===== src/rtl/uart_pkg.sv =====
// Shared UART definitions for the CPU I/O unit: opcodes, default bit timing
// and the state encodings of the receive-side state machines.
package uart_pkg;

    // Send-path opcode, kept here so both directions decode from one place.
    localparam logic [5:0] OPCODE_SND = 6'b010001;
    localparam logic [5:0] OPCODE_RCV = 6'b010010;

    // 50 MHz system clock, 115200 baud.
    localparam int DEFAULT_CLKS_PER_BIT = 434;

    // Bit-level receiver states.
    typedef enum logic [2:0] {
        IDLE,
        START,
        DATA,
        STOP,
        DRAIN
    } rx_state_t;

    // Instruction-level handshake states.
    typedef enum logic [1:0] {
        C_IDLE,
        C_WAIT,
        C_DONE
    } ctrl_state_t;

endpackage


===== src/rtl/receive_control_if.sv =====
// CPU-side signals of the receive path: instruction decode in, byte and
// status out.
interface receive_control_if;
    logic [5:0] opcode;
    logic       input_sig_rcv;
    logic [7:0] rcv_data;
    logic       rcv_flag;
    logic       rcv_wait;
    logic       frame_err;
    logic       overrun;

    // CPU / datapath side.
    modport master (
        output opcode,
        output input_sig_rcv,
        input  rcv_data,
        input  rcv_flag,
        input  rcv_wait,
        input  frame_err,
        input  overrun
    );

    // Receive block side.
    modport slave (
        input  opcode,
        input  input_sig_rcv,
        output rcv_data,
        output rcv_flag,
        output rcv_wait,
        output frame_err,
        output overrun
    );
endinterface


===== src/rtl/uart_rx.sv =====
// 8N1 deserializer: input synchronizer, bit FSM and bit-period counter.
// byte_valid and stop_err are single-cycle strobes raised on the stop-bit
// sample cycle, so the consumer registers the byte on that same edge.
module uart_rx
    import uart_pkg::*;
#(
    parameter int CLKS_PER_BIT = DEFAULT_CLKS_PER_BIT
) (
    input  logic       clock,
    input  logic       reset_n,
    input  logic       rx,
    output logic [7:0] rx_byte,
    output logic       byte_valid,
    output logic       stop_err
);
    localparam logic [15:0] HALF_LAST = 16'(CLKS_PER_BIT / 2 - 1);
    localparam logic [15:0] BIT_LAST  = 16'(CLKS_PER_BIT - 1);

    logic        rx_meta_reg;
    logic        rxs_reg;
    rx_state_t   state_reg, state_next;
    logic [15:0] cnt_reg, cnt_next;
    logic [2:0]  bit_idx_reg, bit_idx_next;
    logic [7:0]  shift_reg, shift_next;

    // Two-flop synchronizer (idle-high reset) plus FSM/datapath registers.
    always_ff @(posedge clock) begin
        if (!reset_n) begin
            rx_meta_reg <= 1'b1;
            rxs_reg     <= 1'b1;
            state_reg   <= IDLE;
            cnt_reg     <= '0;
            bit_idx_reg <= '0;
            shift_reg   <= '0;
        end else begin
            rx_meta_reg <= rx;
            rxs_reg     <= rx_meta_reg;
            state_reg   <= state_next;
            cnt_reg     <= cnt_next;
            bit_idx_reg <= bit_idx_next;
            shift_reg   <= shift_next;
        end
    end

    // Bit FSM: half-bit start check, then one sample per bit period, LSB first.
    always_comb begin
        state_next   = state_reg;
        cnt_next     = cnt_reg;
        bit_idx_next = bit_idx_reg;
        shift_next   = shift_reg;
        byte_valid   = 1'b0;
        stop_err     = 1'b0;
        case (state_reg)
            IDLE: begin
                if (!rxs_reg) begin
                    state_next = START;
                    cnt_next   = '0;
                end
            end
            START: begin
                if (cnt_reg == HALF_LAST) begin
                    cnt_next     = '0;
                    bit_idx_next = '0;
                    // A line that has gone high again was only a glitch.
                    state_next   = rxs_reg ? IDLE : DATA;
                end else begin
                    cnt_next = cnt_reg + 16'd1;
                end
            end
            DATA: begin
                if (cnt_reg == BIT_LAST) begin
                    cnt_next     = '0;
                    shift_next   = {rxs_reg, shift_reg[7:1]};
                    bit_idx_next = bit_idx_reg + 3'd1;
                    if (bit_idx_reg == 3'd7) begin
                        state_next = STOP;
                    end
                end else begin
                    cnt_next = cnt_reg + 16'd1;
                end
            end
            STOP: begin
                if (cnt_reg == BIT_LAST) begin
                    cnt_next = '0;
                    if (rxs_reg) begin
                        byte_valid = 1'b1;
                        state_next = IDLE;
                    end else begin
                        stop_err   = 1'b1;
                        state_next = DRAIN;
                    end
                end else begin
                    cnt_next = cnt_reg + 16'd1;
                end
            end
            DRAIN: begin
                // A low stop bit may be a break; resync only once the line idles.
                if (rxs_reg) begin
                    state_next = IDLE;
                end
            end
            default: state_next = IDLE;
        endcase
    end

    assign rx_byte = shift_reg;

endmodule


===== src/rtl/receive_control.sv =====
// Receive path of the I/O unit: one-byte holding buffer, sticky error flags
// and the instruction handshake that stalls the CPU until a byte is handed
// over, delivering exactly one byte per receive instruction.
module receive_control
    import uart_pkg::*;
#(
    parameter int CLKS_PER_BIT = DEFAULT_CLKS_PER_BIT
) (
    input  logic clock,
    input  logic reset_n,
    input  logic rx,
    receive_control_if.slave bus
);
    logic [7:0]  rx_byte;
    logic        byte_valid;
    logic        stop_err;

    logic [7:0]  buf_reg, buf_next;
    logic        full_reg, full_next;
    logic [7:0]  rcv_data_reg, rcv_data_next;
    logic        rcv_flag_reg, rcv_flag_next;
    logic        frame_err_reg, frame_err_next;
    logic        overrun_reg, overrun_next;
    ctrl_state_t cstate_reg, cstate_next;
    logic        active;
    logic        deliver;

    uart_rx #(
        .CLKS_PER_BIT(CLKS_PER_BIT)
    ) u_rx (
        .clock      (clock),
        .reset_n    (reset_n),
        .rx         (rx),
        .rx_byte    (rx_byte),
        .byte_valid (byte_valid),
        .stop_err   (stop_err)
    );

    assign active = bus.input_sig_rcv && (bus.opcode == OPCODE_RCV);

    // State, buffer and output registers.
    always_ff @(posedge clock) begin
        if (!reset_n) begin
            cstate_reg    <= C_IDLE;
            buf_reg       <= '0;
            full_reg      <= 1'b0;
            rcv_data_reg  <= '0;
            rcv_flag_reg  <= 1'b0;
            frame_err_reg <= 1'b0;
            overrun_reg   <= 1'b0;
        end else begin
            cstate_reg    <= cstate_next;
            buf_reg       <= buf_next;
            full_reg      <= full_next;
            rcv_data_reg  <= rcv_data_next;
            rcv_flag_reg  <= rcv_flag_next;
            frame_err_reg <= frame_err_next;
            overrun_reg   <= overrun_next;
        end
    end

    // Control FSM: decide when to hand the buffered byte to the instruction.
    always_comb begin
        cstate_next = cstate_reg;
        deliver     = 1'b0;
        case (cstate_reg)
            C_IDLE: begin
                if (active) begin
                    if (full_reg) begin
                        deliver     = 1'b1;
                        cstate_next = C_DONE;
                    end else begin
                        cstate_next = C_WAIT;
                    end
                end
            end
            C_WAIT: begin
                // An instruction that went away never receives the byte.
                if (!active) begin
                    cstate_next = C_IDLE;
                end else if (full_reg) begin
                    deliver     = 1'b1;
                    cstate_next = C_DONE;
                end
            end
            C_DONE: begin
                if (!active) begin
                    cstate_next = C_IDLE;
                end
            end
            default: cstate_next = C_IDLE;
        endcase
    end

    // Buffer and sticky flags; a new event on the delivery edge wins over the clear.
    always_comb begin
        buf_next       = buf_reg;
        full_next      = full_reg;
        rcv_data_next  = rcv_data_reg;
        rcv_flag_next  = deliver;
        frame_err_next = frame_err_reg;
        overrun_next   = overrun_reg;
        if (deliver) begin
            rcv_data_next  = buf_reg;
            full_next      = 1'b0;
            frame_err_next = 1'b0;
            overrun_next   = 1'b0;
        end
        if (byte_valid) begin
            if (!full_reg || deliver) begin
                buf_next  = rx_byte;
                full_next = 1'b1;
            end else begin
                overrun_next = 1'b1;
            end
        end
        if (stop_err) begin
            frame_err_next = 1'b1;
        end
    end

    assign bus.rcv_data  = rcv_data_reg;
    assign bus.rcv_flag  = rcv_flag_reg;
    assign bus.frame_err = frame_err_reg;
    assign bus.overrun   = overrun_reg;
    assign bus.rcv_wait  = active && (cstate_reg != C_DONE) && !rcv_flag_reg;

endmodule


===== src/flat_wrapper.sv =====
// flat-port wrapper written by rule: the top's interface ports become plain ports
module receive_control_flat import uart_pkg::*;
#(
    parameter int CLKS_PER_BIT = DEFAULT_CLKS_PER_BIT
)
  (clock, reset_n, rx, bus_opcode, bus_input_sig_rcv, bus_rcv_data, bus_rcv_flag, bus_rcv_wait, bus_frame_err, bus_overrun);
  receive_control_if bus_i ();
  input  logic clock;
  input  logic reset_n;
  input  logic rx;
  input wire logic [$bits(bus_i.opcode)-1:0] bus_opcode;
  input wire logic [$bits(bus_i.input_sig_rcv)-1:0] bus_input_sig_rcv;
  output wire logic [$bits(bus_i.rcv_data)-1:0] bus_rcv_data;
  output wire logic [$bits(bus_i.rcv_flag)-1:0] bus_rcv_flag;
  output wire logic [$bits(bus_i.rcv_wait)-1:0] bus_rcv_wait;
  output wire logic [$bits(bus_i.frame_err)-1:0] bus_frame_err;
  output wire logic [$bits(bus_i.overrun)-1:0] bus_overrun;
  assign bus_i.opcode = bus_opcode;
  assign bus_i.input_sig_rcv = bus_input_sig_rcv;
  assign bus_rcv_data = bus_i.rcv_data;
  assign bus_rcv_flag = bus_i.rcv_flag;
  assign bus_rcv_wait = bus_i.rcv_wait;
  assign bus_frame_err = bus_i.frame_err;
  assign bus_overrun = bus_i.overrun;
  receive_control #(.CLKS_PER_BIT(CLKS_PER_BIT)) u_core (.clock(clock), .reset_n(reset_n), .rx(rx), .bus(bus_i));
endmodule

===== config.mk =====
export PLATFORM = sky130hd
export DESIGN_NAME = receive_control_flat
export DESIGN_NICKNAME = d
export VERILOG_FILES = /design/src/rtl/uart_pkg.sv /design/src/rtl/receive_control_if.sv /design/src/rtl/uart_rx.sv /design/src/rtl/receive_control.sv /design/src/flat_wrapper.sv
export SDC_FILE = /design/constraint.sdc
export NUM_CORES = 1
export LEC_CHECK = 0
export ABC_AREA = 1
export CAP_MARGIN = 5
export CORE_ASPECT_RATIO = 0.75
export CORE_UTILIZATION = 55
export CTS_CLUSTER_DIAMETER = 50
export DETAILED_ROUTE_END_ITERATION = 7
export GPL_ROUTABILITY_DRIVEN = 0
export PLACE_DENSITY = 0.87
export SETUP_SLACK_MARGIN = 0.02
export SLEW_MARGIN = 20
export SYNTH_ARGS = -nofsm -noshare
export SYNTH_HDL_FRONTEND = slang
export SYNTH_SLANG_ARGS = --single-unit

===== constraint.sdc =====
create_clock -name clock -period 2.7 [get_ports clock]
set_input_delay 0.27 -clock clock [delete_from_list [all_inputs] [get_ports clock]]
set_output_delay 0.27 -clock clock [all_outputs]
set_load 0.05 [all_outputs]

Word-level counts from Yosys, hierarchy flattened
Index checks and enable logic that the tools add are counted.
{"block": "word_totals", "regBits": 54, "latch_bits": 0, "mem_bits_rw": 0, "rom_bits": 0, "inputBits": 10, "out_inout_bits": 12, "elab_cells": 93, "n_memories": 0}
{"block": "op_classes", "addsub": 2, "multipliers": 0, "div": 0, "order_cmp": 0, "n_eq_ne": 20, "shift": 0, "mux": 39, "bitwise": 0, "n_reduce_logical": 19}
{"op": "16-bit two-way mux", "n": 3}
{"op": "16-bit one-hot mux with 3 select lines", "n": 1}
{"op": "3-bit two-way mux", "n": 9}
{"op": "1-bit two-way mux", "n": 17}
{"op": "16-bit by 1-bit adder with 16-bit output, second input constant", "n": 1}
{"op": "16-bit by 8-bit == test with 1-bit output, second input constant", "n": 1}
{"op": "16-bit by 9-bit == test with 1-bit output, second input constant", "n": 1}
{"op": "2-bit inequality test, second input constant", "n": 8}
{"op": "3-bit one-hot mux with 5 select lines", "n": 1}
{"op": "2-bit two-way mux", "n": 6}
{"op": "3-bit by 2-bit == test with 1-bit output, second input constant", "n": 2}
{"op": "3-bit == test, second input constant", "n": 2}
{"op": "6-bit by 5-bit == test with 1-bit output, second input constant", "n": 1}
{"op": "2-bit one-hot mux with 3 select lines", "n": 1}
{"op": "3-bit one-hot mux with 2 select lines", "n": 1}
{"op": "2-bit AND reduction", "n": 3}
{"op": "3-bit AND reduction", "n": 2}
{"op": "6-bit AND reduction", "n": 1}
{"op": "2-bit nonzero test", "n": 2}
{"op": "2-bit OR reduction", "n": 2}
{"op": "3-bit by 1-bit adder with 3-bit output, second input constant", "n": 1}
{"op": "3-bit by 1-bit == test with 1-bit output, second input constant", "n": 1}
{"op": "1-bit logical AND", "n": 3}
{"op": "3-bit logical NOT", "n": 1}
{"op": "8 further kinds", "n": 9}

Longest topological paths before layout
Gate-level depths: netlist (run 1).
{"block": "depth", "word_depth": 7, "depth_mapped": 11, "ltp_nobuf": 11}

By module
A second synthesis (run 1) with hierarchy kept.
{"block": "hier_totals", "hier_cells": 385, "area_unflattened_um2": 2642.5}
{"mod": "uart_rx", "instances": 1, "cells_per_inst": 261, "area_per_inst_um2": 1741.7, "seq_area_each_um2": 640.6}
{"mod": "receive_control", "instances": 1, "cells_per_inst": 124, "area_per_inst_um2": 900.9, "seq_area_each_um2": 440.4}

Worst setup path after synthesis (run 1)
No wires, ideal clock.
{"block": "synth_path", "path_type": "in2out", "startpoint": "input bus_opcode[0]", "endpoint": "output bus_rcv_wait", "t_arrival_ns": 1.701, "required_time_ns": 2.430, "slack_ns": 0.729, "path_stages": 5, "n_path_buf": 0, "path_cell_list": "inv_1 > nand2_1 > nor3_1 > nand3_1 > nor3_1"}
{"block": "synth_via", "elab_chain_cells": 4}
{"element": "start, declared", "line": "flat_wrapper.sv:11", "source": "input wire logic [$bits(bus_i.opcode)-1:0] bus_opcode;"}
{"element": "6-bit by 5-bit == test with 1-bit output", "line": "receive_control.sv:39", "source": "assign active = bus.input_sig_rcv && (bus.opcode == OPCODE_RCV);"}
{"element": "1-bit logical AND", "line": "receive_control.sv:39"}
{"element": "1-bit logical AND (2 in series)", "line": "receive_control.sv:126", "source": "assign bus.rcv_wait = active && (cstate_reg != C_DONE) && !rcv_flag_reg;"}
{"element": "end, declared", "line": "flat_wrapper.sv:15", "source": "output wire logic [$bits(bus_i.rcv_wait)-1:0] bus_rcv_wait;"}
Every way passes these cells.

Worst setup path in the final report (run 1)
{"block": "layout_path", "startpoint": "register u_core.u_rx.cnt_reg[0]", "endpoint": "register u_core.u_rx.cnt_reg[12]"}
{"block": "layout_via", "elab_chain_cells": 3, "elab_cells_between_ends": 6, "cone_classes": "1 x add/sub; 2 x eq/ne; 3 x mux"}
{"element": "start, declared", "line": "uart_rx.sv:22", "source": "logic [15:0] cnt_reg, cnt_next;"}
{"element": "start signal, assigned", "line": "uart_rx.sv:39", "source": "cnt_reg <= cnt_next;"}
{"element": "16-bit by 1-bit adder with 16-bit output, or another cell as far along", "line": "uart_rx.sv:67, uart_rx.sv:79, uart_rx.sv:93"}
{"element": "16-bit two-way mux, on equally long branches", "line": "uart_rx.sv:71, uart_rx.sv:83, uart_rx.sv:61"}
{"element": "16-bit one-hot mux with 3 select lines (*)", "line": "uart_rx.sv:53", "source": "case (state_reg)"}
Mark *: on every way between the ends. The rest lies on a longest branch, timed or not.
A chain may end at the register's enable or synchronous reset.

==> summary.txt, run 1 <==
Yosys
  – Synth unique cells: 32
  – Synth Area in Simple Gates: 36.4%
  – Area share of the leading cell type in the synthesized netlist: a little over two fifths
  – Share of the yosys chip area belonging to registers: 42.1%
  – Main combinational cell family by area after synthesis: simple AND/OR/NAND/NOR gates
  – Cell area after synthesis: 2570 um2
  – Mux share of post-synthesis cell area: 0%
  – Warning count from the yosys run: 0
  – Post-Synth Adder-Cell Area: 2.44%
  – Total of flip-flops plus latches after synthesis: 54
  – Synth Net Count: 383
  – Instance count of the mapped netlist: roughly 370
  – Xor/xnor cell area share of the yosys netlist: 1.02%
  – Cell types occupying the most area after synthesis: sky130_fd_sc_hd__dfxtp_1, sky130_fd_sc_hd__nand2_1, sky130_fd_sc_hd__nor2_1
  – Dominant cell type by area after synthesis: sky130_fd_sc_hd__dfxtp_1
  – Compound-Gate Fraction of Synth Area: 8.68%
  – Mean area per synthesized cell: roughly 7 um2

Pwr
  – Pwr Density: approximately 630 nW/um2
  – Share of power burned in registers: 47.2%
  – Leakage: between 1 and 1.5 nW
  – Share of power burned in the clock network: 26.0%
  – Sw Pwr: around 0.66 mW
  – Maximum vdd ir drop: 0.411 mV
  – Switching Share: 35.8%
  – Logic pwr share: a little over a quarter
  – Cell-internal power: 1.19 mW

Layout
  – Flip-flop count of the largest register after layout: 16
  – Highest-count cells in the layout ignoring fill and taps: sky130_fd_sc_hd__nand2_1, sky130_fd_sc_hd__dfxtp_1, sky130_fd_sc_hd__nor2_1
  – Layout Area Growth over Synthesis: 14.0%
  – Diodes inserted: 0
  – Number of inserted filler cells in the final layout: 390
  – Share of final-layout standard cells stronger than drive strength 1: 8.42%
  – Commonest non-fill, non-tap cell in the layout: sky130_fd_sc_hd__nand2_1
  – Post-Layout Cell Count: 449
  – Number of nets in the layout: 406

Routing
  – Wire length after detailed routing: 5.40 mm
  – Detailed-route vias per instance: 5.30
  – 1st-pass router iterations: 5
  – Drt wl/cell: 12.0 um
  – Number of nets still failing antenna checks after routing: 0
  – Initial DRC Count: between 200 and 300
  – Number of vias in the routed layout: 2378
  – Residual DRC count: 0

Timing
  – Max-slew headroom: 62.0%
  – Worst-Margin Slew: 0.568 ns
  – Peak clock frequency supported by timing: 541 MHz
  – Worst clock skew on the final layout: 0.0110 ns
  – Final cycle utilization of the critical path: 68.4%
  – Setup repair after global routing missed its margin: false
  – Max-slew violations: 0
  – Tightest hold margin: between 0.4 and 0.5 ns
  – Final count of hold timing violations: 0
  – Final setup viols: 0
  – Fin crit period: 1.85 ns
  – Post-route setup TNS: 0 ns
  – Final worst setup slack: 0.853 ns

Worst setup path
  – CP Cell Sequence: ha_1 > nand3_1 > nor2_1 > nand2_1 > nor2_1 > nand4_1 > o21ai_0 > nor2_1
  – CP Data Arrival Time: ~2.1 ns
  – Crit Path Max Fanout: 6
  – Start-to-end type of the worst setup path: reg2reg
  – Internal reg-to-reg setup slack: 0.85 ns
  – Category of the worst setup path launch point: register
  – Element type at the critical path end: register
  – Largest stage delay on the critical path: 0.44 ns
  – CP required: 2.90 ns
  – Crit path max-delay cell type: sky130_fd_sc_hd__dfxtp_1
  – CP dominant cell by count: sky130_fd_sc_hd__nor2_1

Clocking
  – Number of sinks on the clock net: 54
  – Latest clock arrival within the worst-skew pair: approximately 0.31 ns
  – Post-CTS Setup Bufs: 0
  – Clock slew at reported path FFs: 0.09 ns
  – # resized after CTS: 0
  – Clk root buf: sky130_fd_sc_hd__clkbuf_8
  – Maximum level of the CTS H-tree: 2
  – Number of hold buffers added after CTS: 0
  – Number of buffers inserted during clock tree synthesis: 5
  – Buffer depth of the longest clock path: 2
  – TritonCTS clock tree: done

Floorplan
  – Initial Util: 57.5%
  – Die H: just over 60 um
  – Placeable core region: 4470 um2
  – Count of pins on the block boundary: 22
  – Number of core rows: 21
  – X dimension of the die: 80.9 um
  – Area enclosed by the die boundary: 4950 um2

GRT
  – Pin count of the biggest net entering global routing: 35
  – Global-route usage over all layers: 23.2%
  – GRT Residual Overflow: 0
  – Global-route wire length before repair: 8.75 mm
  – Antenna violations before repair: 0
  – Vias in the first global route: 1942

Place
  – Number of placed instances, taps included: between 400 and 500
  – Count of buffers from port buffering: 21
  – Placed wire-length estimate after detailed placement: 3.95 mm
  – Place WS: 0.723 ns

Hold path
  – Worst min-delay path class: reg2reg

Run status
  – Outcome: complete, no violations

Job
  – Max-capacitance violation count: 0
routing by layer:
| metal | track usage, % | routed length [um] | part of all wire, % | vias to the layer above |
|---|---|---|---|---|
| li1 | - | - | - | 1219 |
| met3 | 4.74 | 366 | 6.8 | 7 |
| met2 | 32.4 | 2280 | 42 | 84 |
| met1 | 34.5 | 2670 | 50 | 1068 |
| met4 | 9.18 | 72 | 1.3 | 0 |
| met5 | 0 | 0 | 0 | - |
cells in the mapped netlist:
cell	number
sky130_fd_sc_hd__and3_1	1
sky130_fd_sc_hd__nand2_2	6
sky130_fd_sc_hd__buf_6	1
sky130_fd_sc_hd__nor3_1	11
sky130_fd_sc_hd__nor4_1	1
sky130_fd_sc_hd__buf_2	3
sky130_fd_sc_hd__clkinv_1	2
sky130_fd_sc_hd__buf_1	1
sky130_fd_sc_hd__o211ai_1	1
sky130_fd_sc_hd__o31ai_1	1
sky130_fd_sc_hd__o21ai_0	16
sky130_fd_sc_hd__nand3_2	1
sky130_fd_sc_hd__o21ai_1	1
sky130_fd_sc_hd__nor2_4	3
sky130_fd_sc_hd__nand3_1	26
sky130_fd_sc_hd__a21oi_1	20
sky130_fd_sc_hd__nor3_2	2
sky130_fd_sc_hd__a211oi_1	3
sky130_fd_sc_hd__xor2_1	3
sky130_fd_sc_hd__dfxtp_1	54
sky130_fd_sc_hd__inv_2	2
sky130_fd_sc_hd__or2_2	2
sky130_fd_sc_hd__clkbuf_1	3
sky130_fd_sc_hd__nand4_1	10
sky130_fd_sc_hd__buf_4	1
sky130_fd_sc_hd__nor2_2	1
sky130_fd_sc_hd__nor2_1	53
sky130_fd_sc_hd__ha_1	5
sky130_fd_sc_hd__nand2_4	2
sky130_fd_sc_hd__inv_1	47
sky130_fd_sc_hd__nor3_4	1
sky130_fd_sc_hd__nand2_1	84
cells by family (layout without fill, tap and decap cells):
logic type	Yosys count	in the layout
and+or+nand+nor	204	204
buffers and inverters	60	84
DFF	54	54
AOI/OAI and AO/OA	42	42
adders and majority gates	5	5
xor gates and xnor gates	3	3
path summary, 6_finish.rpt:
path	startpoint	to	cells after the start
worst min register to register	u_core.u_rx.rx_meta_reg$_SDFF_PN1_	u_core.u_rx.rxs_reg$_SDFF_PN1_	1
worst min-delay path	u_core.u_rx.rx_meta_reg$_SDFF_PN1_	u_core.u_rx.rxs_reg$_SDFF_PN1_	1
worst max-delay path	u_core.u_rx.cnt_reg[0]$_SDFFE_PN0P_	u_core.u_rx.cnt_reg[12]$_SDFFE_PN0P_	8
worst max register to register	u_core.u_rx.cnt_reg[0]$_SDFFE_PN0P_	u_core.u_rx.cnt_reg[12]$_SDFFE_PN0P_	8
power groups by stage:
stage | Sequential (mW) | Clock (mW) | Combinational (mW)
final | 0.873 | 0.481 | 0.496
after global routing | 0.879 | 0.521 | 0.557
after CTS | 0.872 | 0.493 | 0.489
after detailed placement | 0.891 | 0 | 0.487
after global placement | 0.886 | 0 | 0.474
after floorplan | 0.872 | 0 | 0.379
per-stage QoR:
step	utilization (%)	total power [mW]	cell area, um2
after detailed placement	63.3	1.38	2830
after CTS	65.5	1.85	2930
after global placement	63.3	1.36	2830
after floorplan	-	1.25	2570
after global routing	65.5	1.96	2930
final	65.5	1.85	2930
area by class of cell:
type / count / area, um2 / share of cell area (%)
inverter: 51 / 191 / 6.54
timing repair buffer: 25 / 238 / 8.13
tap: 57 / 71.3 / 2.44
clock buffer: 6 / 82.6 / 2.82
multi-input combinational: 254 / 1240 / 42.6
sequential: 54 / 1080 / 37.0
clock inverter: 2 / 16.3 / 0.556
critical path, delay by kind of cell, from the launching register on:
kind,cells,cell delay [ns]
AOI/OAI and AO/OA,1,0.09
and+or+nand+nor,6,0.91
DFF,1,0.44
adders and majority gates,1,0.30
Note: power is estimated with default switching activity, not from simulation.
==> run 2, diff against run 1 <==
--- a/config.mk
+++ b/config.mk
@@ -8,11 +8,11 @@
 export ABC_AREA = 1
 export CAP_MARGIN = 5
 export CORE_ASPECT_RATIO = 0.75
-export CORE_UTILIZATION = 55
+export CORE_UTILIZATION = 51
 export CTS_CLUSTER_DIAMETER = 50
 export DETAILED_ROUTE_END_ITERATION = 7
 export GPL_ROUTABILITY_DRIVEN = 0
-export PLACE_DENSITY = 0.87
+export PLACE_DENSITY = 0.85
 export SETUP_SLACK_MARGIN = 0.02
 export SLEW_MARGIN = 20
 export SYNTH_ARGS = -nofsm -noshare
==> constraint.sdc (replaced) <==
create_clock -name clock -period 1.55 [get_ports clock]
set_input_delay 0.155 -clock clock [delete_from_list [all_inputs] [get_ports clock]]
set_output_delay 0.155 -clock clock [all_outputs]
set_load 0.05 [all_outputs]
==> summary.txt, run 2 (synthesis gave the netlist of run 1 again) <==
Floorplan
  – Number of core rows: 21
  – Placeable core region: 4650 um2
  – Die H: 63.4 um
  – Initial Util: 55.2%
  – Area enclosed by the die boundary: 5320 um2
  – Count of pins on the block boundary: 22
  – X dimension of the die: 83.9 um

Routing
  – Number of vias in the routed layout: around 2800
  – Residual DRC count: 4
  – 1st-pass router iterations: 8
  – Detailed-route vias per instance: 5.72
  – Drt wl/cell: ~16 um
  – Wire length after detailed routing: 7.70 mm
  – Number of nets still failing antenna checks after routing: 0
  – Initial DRC Count: a little over 300

Place
  – Placed wire-length estimate after detailed placement: around 4.3 mm
  – Count of buffers from port buffering: 21
  – Number of placed instances, taps included: about 470
  – Place WS: -0.0995 ns

Pwr
  – Total power: approximately 3.7 mW
  – Maximum vdd ir drop: between 0.8 and 0.9 mV
  – Leakage: 1.56 nW
  – Pwr Density: 1080 nW/um2

Worst setup path
  – CP Cell Sequence: nand2_2 > clkinv_1 > nand2_2 > nor2_4 > nand2_4 > buf_12 > nor2_4 > buf_12 > nand2_8 > nor2_1 > nor2_1
  – Internal reg-to-reg setup slack: -0.07 ns
  – Reg2reg path depth: 11
  – CP required: around 1.8 ns
  – Crit Path Max Fanout: 8
  – Element type at the critical path end: register
  – Critical register-to-register path endpoint: u_core.buf_reg[3]$_SDFFE_PN0P_
  – Start-to-end type of the worst setup path: reg2reg
  – Category of the worst setup path launch point: register
  – CP Data Arrival Time: about 1.8 ns
  – Largest stage delay on the critical path: approximately 0.42 ns
  – Reg-to-reg critical path startpoint: u_core.u_rx.cnt_reg[5]$_SDFFE_PN0P_
  – Crit path max-delay cell type: sky130_fd_sc_hd__dfxtp_1

Clocking
  – Latest clock arrival within the worst-skew pair: around 0.32 ns
  – TritonCTS clock tree: done
  – Number of hold buffers added after CTS: 0
  – Maximum level of the CTS H-tree: 2
  – Number of buffers inserted during clock tree synthesis: 5
  – Buffer depth of the longest clock path: 2
  – Clk root buf: sky130_fd_sc_hd__clkbuf_8
  – Number of sinks on the clock net: 54
  – Clock slew at reported path FFs: 0.11 ns

GRT
  – Vias in the first global route: approximately 2400
  – GRT Residual Overflow: 0
  – Global-route usage over all layers: 26.2%
  – Pin count of the biggest net entering global routing: 35
  – Antenna violations before repair: 0
  – Global-route wire length before repair: 11.0 mm

Layout
  – Flip-flop count of the largest register after layout: 16
  – Layout Area Growth over Synthesis: 35.0%
  – Share of final-layout standard cells stronger than drive strength 1: 30.6%
  – Commonest non-fill, non-tap cell in the layout: sky130_fd_sc_hd__nand2_1
  – Diodes inserted: 0
  – Highest-count cells in the layout ignoring fill and taps: sky130_fd_sc_hd__nand2_1, sky130_fd_sc_hd__buf_4, sky130_fd_sc_hd__nor2_1
  – Number of nets in the layout: 445
  – Core occupancy in the finished layout: 74.5%
  – Post-Layout Cell Count: between 400 and 500

Timing
  – Worst clock skew on the final layout: ~0.011 ns
  – Max-slew headroom: ~72%
  – Max-slew violations: 0
  – Final setup viols: 6
  – Setup repair after global routing missed its margin: true
  – Worst-Margin Slew: 0.423 ns
  – Tightest hold margin: 0.407 ns
  – Final count of hold timing violations: 0
  – Peak clock frequency supported by timing: 619 MHz
  – Final worst setup slack: -0.0660 ns
  – Fin crit period: 1.62 ns
  – Final cycle utilization of the critical path: 104%

Hold path
  – Startpoint of the lowest-slack hold path: rx
  – Worst min-delay path class: in2reg
  – Number of cells on the worst hold path: 2
  – Hold endpoint: u_core.u_rx.rx_meta_reg$_SDFF_PN1_

Run status
  – Outcome: finished, violations left
  – Failing checks: DRC, setup timing

Job
  – Max-capacitance violation count: 0
==> run 2: cell count changes in the layout (fill, tap and decap cells not counted), moves of 6 or more <==
cell	previous run	this run
sky130_fd_sc_hd__nand2_1	84	73
sky130_fd_sc_hd__clkdlybuf4s50_1	20	7
sky130_fd_sc_hd__nand2_2	6	14
sky130_fd_sc_hd__dfxtp_2	0	10
sky130_fd_sc_hd__inv_1	47	41
sky130_fd_sc_hd__nor2_1	53	45
sky130_fd_sc_hd__dfxtp_1	54	43
sky130_fd_sc_hd__buf_4	5	46
==> run 2: final cells by class <==
class | instances | area (um2)
Timing Repair Buffer | 62 | 547
Sequential cell | 54 | 1100
Fill cell | 297 | 1190
Inverter | 51 | 196
Clock buffer | 5 | 68.8
Clock inverter | 3 | 23.8
Timing Repair inverter | 1 | 7.51
Multi-Input combinational cell | 255 | 1450
Tap cell | 57 | 71.3
==> run 2: critical path, delay by kind of cell, from the launching register on <==
| family | cells | cell delay [ns] |
|---|---|---|
| flip-flops | 1 | 0.42 |
| AND/OR/NAND/NOR | 8 | 0.76 |
| buffers and inverters | 3 | 0.32 |
==> run 2: per-layer routing <==
layer	track usage, %	wire length, um	part of all wire [%]	vias up
met5	0	0	0	-
li1	-	-	-	1299
met4	9.70	177	2.3	0
met2	39.2	3560	46	156
met1	36.3	3210	42	1318
met3	6.95	763	9.9	19
==> run 2: repair_timing <==
action | CTS | global route
resized for setup | 14 | 58
setup endpoints to repair | 28 | 37
pin swaps | 8 | 17
gates cloned | 1 | 1
buffers inserted | 3 | 7
==> run 2: worst max-delay path by stage <==
stage / depth (start not counted) / from / end
5_1_grt: 8 / u_core.u_rx.state_reg[0]$_SDFFE_PN0P_ / u_core.buf_reg[2]$_SDFFE_PN0P_
6_report: 11 / u_core.u_rx.cnt_reg[5]$_SDFFE_PN0P_ / u_core.buf_reg[3]$_SDFFE_PN0P_
3_3_place_gp: 8 / bus_opcode[1] / u_core.buf_reg[4]$_SDFFE_PN0P_
3_5_place_dp: 8 / bus_opcode[1] / u_core.buf_reg[0]$_SDFFE_PN0P_
2_1_floorplan: 7 / u_core.u_rx.cnt_reg[0]$_SDFFE_PN0P_ / u_core.u_rx.cnt_reg[8]$_SDFFE_PN0P_
4_1_cts: 10 / u_core.u_rx.cnt_reg[10]$_SDFFE_PN0P_ / u_core.buf_reg[7]$_SDFFE_PN0P_
==> run 2: power breakdown <==
part | switching (mW) | internal (mW)
clock network | 0.503 | 0.324
registers | 0.0869 | 1.46
logic | 0.839 | 0.522
==> run 2: stage by stage <==
step	cell area, um2	setup TNS [ns]
2_1_floorplan	2570	0
3_3_place_gp	3040	-0.0561
3_5_place_dp	3040	-0.824
4_1_cts	3200	0
5_1_grt	3460	-1.77
6_report	3460	-0.215
